## config.mk

```make
export PLATFORM = sky130hd
export DESIGN_NAME = incline_led_disp_flat
export DESIGN_NICKNAME = d
export VERILOG_FILES = /design/src/rtl/incline_disp_pkg.sv /design/src/rtl/incline_led_disp_if.sv /design/src/rtl/incline_avg.sv /design/src/rtl/incline_led_disp.sv /design/src/flat_wrapper.sv
export SDC_FILE = /design/constraint.sdc
export NUM_CORES = 1
export LEC_CHECK = 0
export BUFFER_PORTS_ARGS = -buffer_cell sky130_fd_sc_hd__buf_2
export CAP_MARGIN = 20
export CELL_PAD_IN_SITES_DETAIL_PLACEMENT = 0
export CELL_PAD_IN_SITES_GLOBAL_PLACEMENT = 1
export CORE_ASPECT_RATIO = 0.75
export CORE_UTILIZATION = 44
export CTS_CLUSTER_DIAMETER = 50
export DETAILED_ROUTE_END_ITERATION = 10
export GPL_TIMING_DRIVEN = 0
export PLACE_DENSITY = 0.84
export SLEW_MARGIN = 5
export SYNTH_ARGS = -nofsm -noshare
export SYNTH_HDL_FRONTEND = slang
export SYNTH_SLANG_ARGS = --single-unit
```

## constraint.sdc

```tcl
create_clock -name clk -period 2.72 [get_ports clk]
set_clock_uncertainty 0.15 [all_clocks]
set_input_delay 0.408 -clock clk [delete_from_list [all_inputs] [get_ports clk]]
set_output_delay 0.408 -clock clk [all_outputs]
set_load 0.03 [all_outputs]
```

## src/rtl/incline_disp_pkg.sv

```systemverilog
// Shared display-mode type and LED pattern helpers for the incline display back-end.
package incline_disp_pkg;

  typedef enum logic [1:0] {
    RAW = 2'd0,
    DOT = 2'd1,
    BAR = 2'd2,
    AUX = 2'd3
  } disp_mode_t;

  // Helpers return the widest supported pattern; callers keep the low LED_W bits.
  localparam int LED_MAX = 256;
  localparam int IDX_MAX_W = 8;

  function automatic logic [LED_MAX-1:0] onehot(input logic [IDX_MAX_W-1:0] idx);
    onehot = LED_MAX'(1) << idx;
  endfunction

  // Bits 0..idx set; at idx=LED_MAX-1 the shift wraps to zero and the subtract yields all ones.
  function automatic logic [LED_MAX-1:0] therm(input logic [IDX_MAX_W-1:0] idx);
    therm = (LED_MAX'(2) << idx) - LED_MAX'(1);
  endfunction

endpackage

```

## src/rtl/incline_led_disp_if.sv

```systemverilog
// Sample, control and display signals between the incline source and the LED back-end.
interface incline_led_disp_if
  import incline_disp_pkg::*;
#(
  parameter int IN_W  = 13,
  parameter int LED_W = 8
);
  logic                    vld;
  logic signed [IN_W-1:0]  incline;
  disp_mode_t              mode;
  logic                    peak_clr;
  logic [LED_W-1:0]        LED;
  logic                    avg_vld;
  logic signed [IN_W-1:0]  avg;
  logic                    stale;

  modport master (
    output vld, incline, mode, peak_clr,
    input  LED, avg_vld, avg, stale
  );

  modport slave (
    input  vld, incline, mode, peak_clr,
    output LED, avg_vld, avg, stale
  );
endinterface

```

## src/rtl/incline_avg.sv

```systemverilog
// Block averager: sums 2^AVG_LOG2 signed samples and emits floor(sum / 2^AVG_LOG2).
module incline_avg #(
  parameter int IN_W     = 13,
  parameter int AVG_LOG2 = 2
) (
  input  logic                   clk,
  input  logic                   rst_n,
  input  logic                   vld,
  input  logic signed [IN_W-1:0] incline,
  output logic signed [IN_W-1:0] avg,
  output logic                   avg_vld
);

  generate
    if (AVG_LOG2 == 0) begin : g_pass
      always_ff @(posedge clk) begin
        if (!rst_n) begin
          avg     <= '0;
          avg_vld <= 1'b0;
        end else begin
          avg_vld <= vld;
          if (vld) avg <= incline;
        end
      end
    end else begin : g_acc
      localparam int ACC_W = IN_W + AVG_LOG2;

      logic signed [ACC_W-1:0] acc;
      logic signed [ACC_W-1:0] sum;
      logic signed [IN_W-1:0]  sum_sh;
      logic [AVG_LOG2-1:0]     cnt;

      // Accumulator is wide enough for a full window, so the sum never wraps.
      assign sum    = acc + ACC_W'(incline);
      assign sum_sh = IN_W'(sum >>> AVG_LOG2);

      always_ff @(posedge clk) begin
        if (!rst_n) begin
          acc     <= '0;
          cnt     <= '0;
          avg     <= '0;
          avg_vld <= 1'b0;
        end else begin
          avg_vld <= 1'b0;
          if (vld) begin
            if (cnt == '1) begin
              avg     <= sum_sh;
              acc     <= '0;
              cnt     <= '0;
              avg_vld <= 1'b1;
            end else begin
              acc <= sum;
              cnt <= cnt + 1'b1;
            end
          end
        end
      end
    end
  endgenerate

endmodule

```

## src/rtl/incline_led_disp.sv

```systemverilog
// Incline LED display: averaging, staleness watchdog and mode mux.
// Optional peak hold on AUX mode is built when PEAK_HOLD_EN is defined.
module incline_led_disp
  import incline_disp_pkg::*;
#(
  parameter int IN_W      = 13,
  parameter int LED_W     = 8,
  parameter int SHIFT     = 1,
  parameter int AVG_LOG2  = 2,
  parameter int STALE_CYC = 25_000_000
) (
  input  logic               clk,
  input  logic               rst_n,
  incline_led_disp_if.slave  bus
);

  localparam int IDX_W = $clog2(LED_W);
  localparam int SC_W  = $clog2(STALE_CYC + 1);

  logic signed [IN_W-1:0] avg;
  logic                   avg_vld;
  logic [SC_W-1:0]        stale_cnt;
  logic                   stale;
  logic [IDX_W-1:0]       idx;
  logic [LED_W-1:0]       aux_pat;
  logic [LED_W-1:0]       led_reg;
  logic [LED_W-1:0]       led_next;
  logic [LED_MAX-1:0]     oh_full;
  logic [LED_MAX-1:0]     th_full;

  incline_avg #(
    .IN_W     (IN_W),
    .AVG_LOG2 (AVG_LOG2)
  ) u_avg (
    .clk     (clk),
    .rst_n   (rst_n),
    .vld     (bus.vld),
    .incline (bus.incline),
    .avg     (avg),
    .avg_vld (avg_vld)
  );

  always_ff @(posedge clk) begin
    if (!rst_n)            stale_cnt <= '0;
    else if (bus.vld)      stale_cnt <= '0;
    else if (!stale)       stale_cnt <= stale_cnt + 1'b1;
  end

  assign stale = (stale_cnt == SC_W'(STALE_CYC));

  // Top bits of the signed average, MSB flipped to give offset binary 0..LED_W-1.
  assign idx = avg[IN_W-1 -: IDX_W] ^ IDX_W'(1 << (IDX_W - 1));

`ifdef PEAK_HOLD_EN
  logic [IDX_W-1:0]   peak;
  logic [LED_MAX-1:0] peak_full;

  always_ff @(posedge clk) begin
    if (!rst_n)                      peak <= '0;
    else if (bus.peak_clr)           peak <= idx;
    else if (avg_vld && idx > peak)  peak <= idx;
  end

  assign peak_full = therm(IDX_MAX_W'(peak));
  assign aux_pat   = peak_full[LED_W-1:0];
`else
  assign aux_pat = '1;
`endif

  always_comb begin
    led_next = '0;
    oh_full  = onehot(IDX_MAX_W'(idx));
    th_full  = therm(IDX_MAX_W'(idx));
    case (bus.mode)
      RAW: led_next = avg[SHIFT+LED_W-1:SHIFT];
      DOT: led_next = oh_full[LED_W-1:0];
      BAR: led_next = th_full[LED_W-1:0];
      AUX: led_next = aux_pat;
      default: led_next = '0;
    endcase
    if (stale) led_next = '0;
  end

  always_ff @(posedge clk) begin
    if (!rst_n) led_reg <= '0;
    else        led_reg <= led_next;
  end

  assign bus.LED     = led_reg;
  assign bus.avg     = avg;
  assign bus.avg_vld = avg_vld;
  assign bus.stale   = stale;

endmodule
```

## src/flat_wrapper.sv

```systemverilog
// flat-port wrapper written by rule: the top's interface ports become plain ports
module incline_led_disp_flat import incline_disp_pkg::*;
#(
  parameter int IN_W      = 13,
  parameter int LED_W     = 8,
  parameter int SHIFT     = 1,
  parameter int AVG_LOG2  = 2,
  parameter int STALE_CYC = 25_000_000
)
  (clk, rst_n, bus_vld, bus_incline, bus_mode, bus_peak_clr, bus_LED, bus_avg_vld, bus_avg, bus_stale);
  incline_led_disp_if #(.IN_W(IN_W), .LED_W(LED_W)) bus_i ();
  input  logic clk;
  input  logic rst_n;
  input wire logic [$bits(bus_i.vld)-1:0] bus_vld;
  input wire logic [$bits(bus_i.incline)-1:0] bus_incline;
  input wire logic [$bits(bus_i.mode)-1:0] bus_mode;
  input wire logic [$bits(bus_i.peak_clr)-1:0] bus_peak_clr;
  output wire logic [$bits(bus_i.LED)-1:0] bus_LED;
  output wire logic [$bits(bus_i.avg_vld)-1:0] bus_avg_vld;
  output wire logic [$bits(bus_i.avg)-1:0] bus_avg;
  output wire logic [$bits(bus_i.stale)-1:0] bus_stale;
  assign bus_i.vld = bus_vld;
  assign bus_i.incline = bus_incline;
  assign bus_i.mode = bus_mode;
  assign bus_i.peak_clr = bus_peak_clr;
  assign bus_LED = bus_i.LED;
  assign bus_avg_vld = bus_i.avg_vld;
  assign bus_avg = bus_i.avg;
  assign bus_stale = bus_i.stale;
  incline_led_disp #(.IN_W(IN_W), .LED_W(LED_W), .SHIFT(SHIFT), .AVG_LOG2(AVG_LOG2), .STALE_CYC(STALE_CYC)) u_core (.clk(clk), .rst_n(rst_n), .bus(bus_i));
endmodule
```

### Word-level counts from Yosys, hierarchy flattened

Index checks and enable logic that the tools add are counted.

| operators by class | value |
|---|---|
| eq/ne operators | 5 |
| shift-type cells | 2 |
| bitwise operators | 2 |
| multiplexer cells | 4 |
| reductions and logical operators | 5 |
| add/sub/neg operators | 4 |

Operator list:

| operator | number |
|---|---|
| one-hot mux 8 bit (4 select lines) | 1 |
| adder 25 x 1 -> 25 bit (second input constant) | 1 |
| == test 25 bit (second input constant) | 1 |
| adder 15 x 13 -> 15 bit | 1 |
| 2-to-1 mux 15 bit | 1 |
| left shift 1 x 3 -> 8 bit (first input constant) | 1 |
| left shift 2 x 3 -> 8 bit (first input constant) | 1 |
| subtractor 8 x 2 -> 8 bit (second input constant) | 1 |
| == test 2 bit (second input constant) | 3 |
| AND reduction 2 bit | 2 |
| OR reduction 2 bit | 2 |
| adder 2 x 1 -> 2 bit (second input constant) | 1 |
| == test 2 x 1 -> 1 bit (second input constant) | 1 |
| logical NOT 2 bit | 1 |
| 2-to-1 mux 2 bit | 1 |
| inverter 1 bit | 2 |
| 2-to-1 mux 1 bit | 1 |

| word-level totals | value |
|---|---|
| input bits | 19 |
| bits in registers | 64 |
| output and inout bits | 23 |

### Depth between registers and ports, before layout

| logic depth | value |
|---|---|
| depth after elaboration | 4 |
| depth in mapped cells | 8 |

### Hierarchy

Synthesis repeated with hierarchy kept, for this count alone.

| unflattened totals | value |
|---|---|
| cells, all modules | 423 |
| area total of the unflattened synthesis | 3,663.5 sq um |

Modules (own cells, without submodules):

| module | area each (sq um) | seq. area each (sq um) | cells an instance | instances |
|---|---|---|---|---|
| incline_avg | 1,938.1 | 620.6 | 219 | 1 |
| incline_led_disp | 1,725.4 | 660.6 | 204 | 1 |

### Least setup slack after synthesis

OpenSTA, ideal clock, no wires.

| timing path | value |
|---|---|
| path type | input to register |
| start point | input bus_incline[0] |
| end point | register u_core.u_avg.avg[10] |
| data required time | 2.450 ns |
| setup slack | 0.385 ns |
| data arrival time | 2.065 ns |
| library setup time | 0.120 ns |
| stages on the path | 8 |
| path buffers | 0 |
| cell sequence | ha_1 > fa_1 > a21oi_1 > o21ai_1 > a22o_2 > nor4_4 > nor4_1 > a211o_1 |

| on the way | value |
|---|---|
| word-level cells in the longest chain between the ends | 1 |

RTL lines:

| what | RTL line | source |
|---|---|---|
| start, declared | flat_wrapper.sv:15 | `input wire logic [$bits(bus_i.incline)-1:0] bus_incline;` |
| adder 15 x 13 -> 15 bit | incline_avg.sv:34 | `assign sum = acc + ACC_W'(incline);` |
| end signal, assigned | incline_avg.sv:47 | `avg <= sum_sh;` |
| end, declared | incline_avg.sv:10 | `output logic signed [IN_W-1:0] avg,` |

No other way between the ends.
A chain may end at the register's enable or synchronous reset.

### Final worst setup path

| timing path | value |
|---|---|
| start point | register u_core.stale_cnt[0] |
| end point | output bus_stale |

| on the way | value |
|---|---|
| word-level cells in the longest chain between the ends | 1 |

RTL lines:

| what | RTL line | source |
|---|---|---|
| start, declared | incline_led_disp.sv:22 | `logic [SC_W-1:0] stale_cnt;` |
| start signal, assigned | incline_led_disp.sv:46 | `else if (!stale) stale_cnt <= stale_cnt + 1'b1;` |
| == test 25 bit | incline_led_disp.sv:49 | `assign stale = (stale_cnt == SC_W'(STALE_CYC));` |
| end, declared | flat_wrapper.sv:21 | `output wire logic [$bits(bus_i.stale)-1:0] bus_stale;` |

No other way between the ends.

==> impl_results.md <==
- Status: completed
- Hold buffers post-CTS: 0
- First-pass detailed-route iteration total: 4
- Min-delay src: bus_incline[0]
- CTS tree: built
- Largest net degree at the start of global routing: 13
- Reg2Reg Depth: 8
- Die extent in x: 103 um
- Post-layout minimum cycle time: 2.56 ns
- Initial Utilization: 0.455
- TNS Setup: 0 ns
- Final setup vio count: 0
- Clock-pin slew on the worst setup and hold paths: 0.08 ns
- Via count: 2913
- WP buf/inv: 2
- Initial antenna violation count: 0
- Cell Area, Synth: 3340 um^2
- Layout cell share with drive strength beyond 1: 0.161
- Worst path cell trace: inv_1, ha_1, or4b_4, nor4_4, buf_2
- Iter 0 DRT Violations: 161
- CTS Root Cell: clkbuf_8
- DIE HEIGHT: 77.4 um
- Post-Syn Nets: 423
- Worst relative slew slack: 0.494
- Drt wl/cell: 14.4 um
- CTS Sinks: 64
- Layout area overhead: 17.2%
- Register area share after synthesis: 0.384
- Core area: 7330 um^2
- RSZ-0062 raised after global routing: false
- Peak supply drop: 0.264 mV
- Crit-path max cell delay: 0.47 ns
- Max FO, Critical Path: 5
- Post-synth cell types: 57
- Syn avg cell area: 8.64 um^2
- Max H-tree Level: 3
- Number of buffers added on ports: 39
- Period utilization: 0.942
- Final Wtd Congestion: 0.824
- Pleak: 0.00161 uW
- CP endpoint kind: primary output
- Cells after synthesis: 386
- Clock latency on the worst-skew pair: 0.34 ns
- Fmax: 0.390 GHz
- Yosys reg bits: 64
- Ant. Diodes: 0
- Reg2Reg Launch Point: u_core.u_avg.g_acc.acc[0]
- Post-CTS Repair Setup Buffers: 0
- CTS resizes: 0
- Final nets: 473
- Max Slew Vio Count: 0
- WL final: 7800 um
- CTS max path bufs: 2
- Final Hold Viols: 0
- First-pass GRT wire length: 13000 um
- Number of fill cells: 708
- Vias in the first global route: 2645
- Routed Antenna Nets: 0
- Post-synth EDFFs: 0
- Worst Setup Start Kind: register
- Hold path cells: 3
- Vias per inst: 5.37
- Worst min path class: primary input to register
- Synth warn: 0
- Dominant synthesized flop cell: dfxtp_1
- Reg2reg end: u_core.u_avg.avg[10]
- Worst path slowest cell: or4b_4
- Delay-heaviest family, CP: simple AND/OR/NAND/NOR gates
- FFs w/ async S/R, synth: 0
- P per Cell Area: 648 nW/um^2
- Die Footprint: 7940 um^2
- Worst-Margin Slew: 0.758 ns
- MaxCap Viol Count: 0
- DRC: 0
- GRT Total Usage: 0.215
- Crit Path Class: register to primary output
- Remaining Overflow, GRT: 0
- Total CTS buffers: 9
- Post-layout util: 0.533
- Rows: 27
- Worst EP required: 2.16 ns
- I/O Pins: 42
- HPWL after DPL: 5740 um
- Worst Hold Endpoint: u_core.u_avg.g_acc.acc[0]
- Worst R2R Setup Slack: 0.28 ns
- Worst EP arrival: 2.00 ns
registers in the layout, summed over array words and instances (netlist names):
name and cells:
u_core.bus.LED 8, u_core.u_avg.avg_vld 1, u_core.u_avg.avg 13, u_core.u_avg.g_acc.acc 15, u_core.stale_cnt 25, u_core.u_avg.g_acc.cnt 2
routing by layer:
metal  routed length, um  up-vias  track usage
met5                   0        -            0
met4                  91        0       0.0743
met3                 436        7       0.0649
met2                3100       71        0.277
met1                4170     1362        0.328
li1                    -     1473            -
final cells by class:
cell class | instances | area (um^2) | share of cell area
multi-input combinational | 302 | 1970 | 0.504
sequential | 64 | 1280 | 0.328
timing repair buffer | 39 | 195 | 0.0499
clock buffer | 10 | 138 | 0.0352
tap | 101 | 126 | 0.0323
clock inverter | 6 | 115 | 0.0294
buffer | 13 | 57.6 | 0.0147
inverter | 7 | 26.3 | 0.00672
cells in the mapped netlist (all sizes together) (3+ instances only):
| cell | instances | area, um^2 |
|---|---|---|
| nor2b | 6 | 37.5 |
| and4 | 3 | 28.8 |
| nor3 | 5 | 30.0 |
| a21o | 4 | 30.0 |
| nand2 | 40 | 150 |
| nand4 | 7 | 43.8 |
| a221oi | 3 | 26.3 |
| nand3 | 21 | 110 |
| a21oi | 19 | 106 |
| xnor2 | 13 | 114 |
| o211ai | 4 | 30.0 |
| a211oi | 3 | 27.5 |
| nor2 | 44 | 170 |
| a31oi | 3 | 18.8 |
| and2 | 7 | 43.8 |
| xor2 | 22 | 193 |
| clkbuf | 11 | 41.3 |
| nor4 | 5 | 61.3 |
| dfxtp | 64 | 1280 |
| mux2i | 3 | 30.0 |
| and3 | 11 | 68.8 |
| o21a | 5 | 37.5 |
| inv | 7 | 26.3 |
| or3 | 5 | 31.3 |
| a22o | 5 | 45.0 |
| nand2b | 3 | 18.8 |
| ha | 17 | 213 |
| o21ai | 24 | 120 |
cells in the final DEF, fill, tap and decap left out, types with 3 or more instances in the layout:
cell type	n
clkbuf_1	11
xnor2_1	13
nand4_1	7
mux2i_1	3
a21oi_2	3
nor2_1	42
o21ai_1	20
o211ai_1	4
nand2b_1	3
xor2_1	22
nor4_1	3
nor3_1	4
a21oi_1	16
nand2_1	40
buf_2	40
dfxtp_1	64
o21ai_0	4
a221oi_1	3
or3_1	5
and2_1	6
a21o_1	4
and3_1	11
o21a_1	5
nand3_1	20
a31oi_1	3
bufinv_16	3
inv_1	7
a22o_1	4
clkbuf_8	10
ha_1	17
nor2b_1	6
power breakdown:
| part | internal [uW] | switching [uW] |
|---|---|---|
| sequential | 987 | 31.7 |
| clock | 638 | 392 |
| combinational | 187 | 299 |
| total | 1810 | 723 |
worst register-to-register path: stages (launching register included):
cell,delay (ns)
dfxtp_1,0.32
ha_1,0.20
fa_1,0.44
a21oi_1,0.18
o21ai_1,0.09
a22o_2,0.27
nor4_4,0.33
nor4_1,0.10
a211o_1,0.27
metrics by stage:
stage | power (uW) | area (um^2) | hold WS (ns) | worst slack, ns | std cells
finish | 2530 | 3910 | 0.257 | 0.158 | 542
detailed placement | 1520 | 3660 | 0.299 | 0.0861 | 526
global placement | 1510 | 3660 | 0.292 | 0.127 | 526
global route | 2670 | 3910 | 0.264 | 0.0673 | 542
CTS | 2560 | 3910 | 0.241 | 0.140 | 542
floorplan | 1390 | 3340 | 0.279 | 0.385 | 386
kinds of logic after synthesis:
family	count (synthesis)	share of synthesized area
AOI/OAI and AO/OA	82	0.163
xor gates and xnor gates	35	0.0919
adders and majority gates	18	0.0698
buffers and inverters	20	0.0251
DFF	64	0.384
muxes	4	0.0124
and+or+nand+nor	163	0.254
worst max-delay path by stage:
stage / startpoint / endpoint / slack [ns] / cells past startpoint
floorplan: bus_incline[0] / u_core.u_avg.avg[10] / 0.39 / 8
global placement: bus_incline[0] / u_core.u_avg.avg[10] / 0.13 / 9
detailed placement: bus_incline[0] / u_core.u_avg.avg[10] / 0.09 / 9
CTS: u_core.stale_cnt[0] / bus_stale / 0.14 / 5
global route: u_core.stale_cnt[0] / bus_stale / 0.07 / 5
finish: u_core.stale_cnt[0] / bus_stale / 0.16 / 5
(Power assumes the default switching activity.)
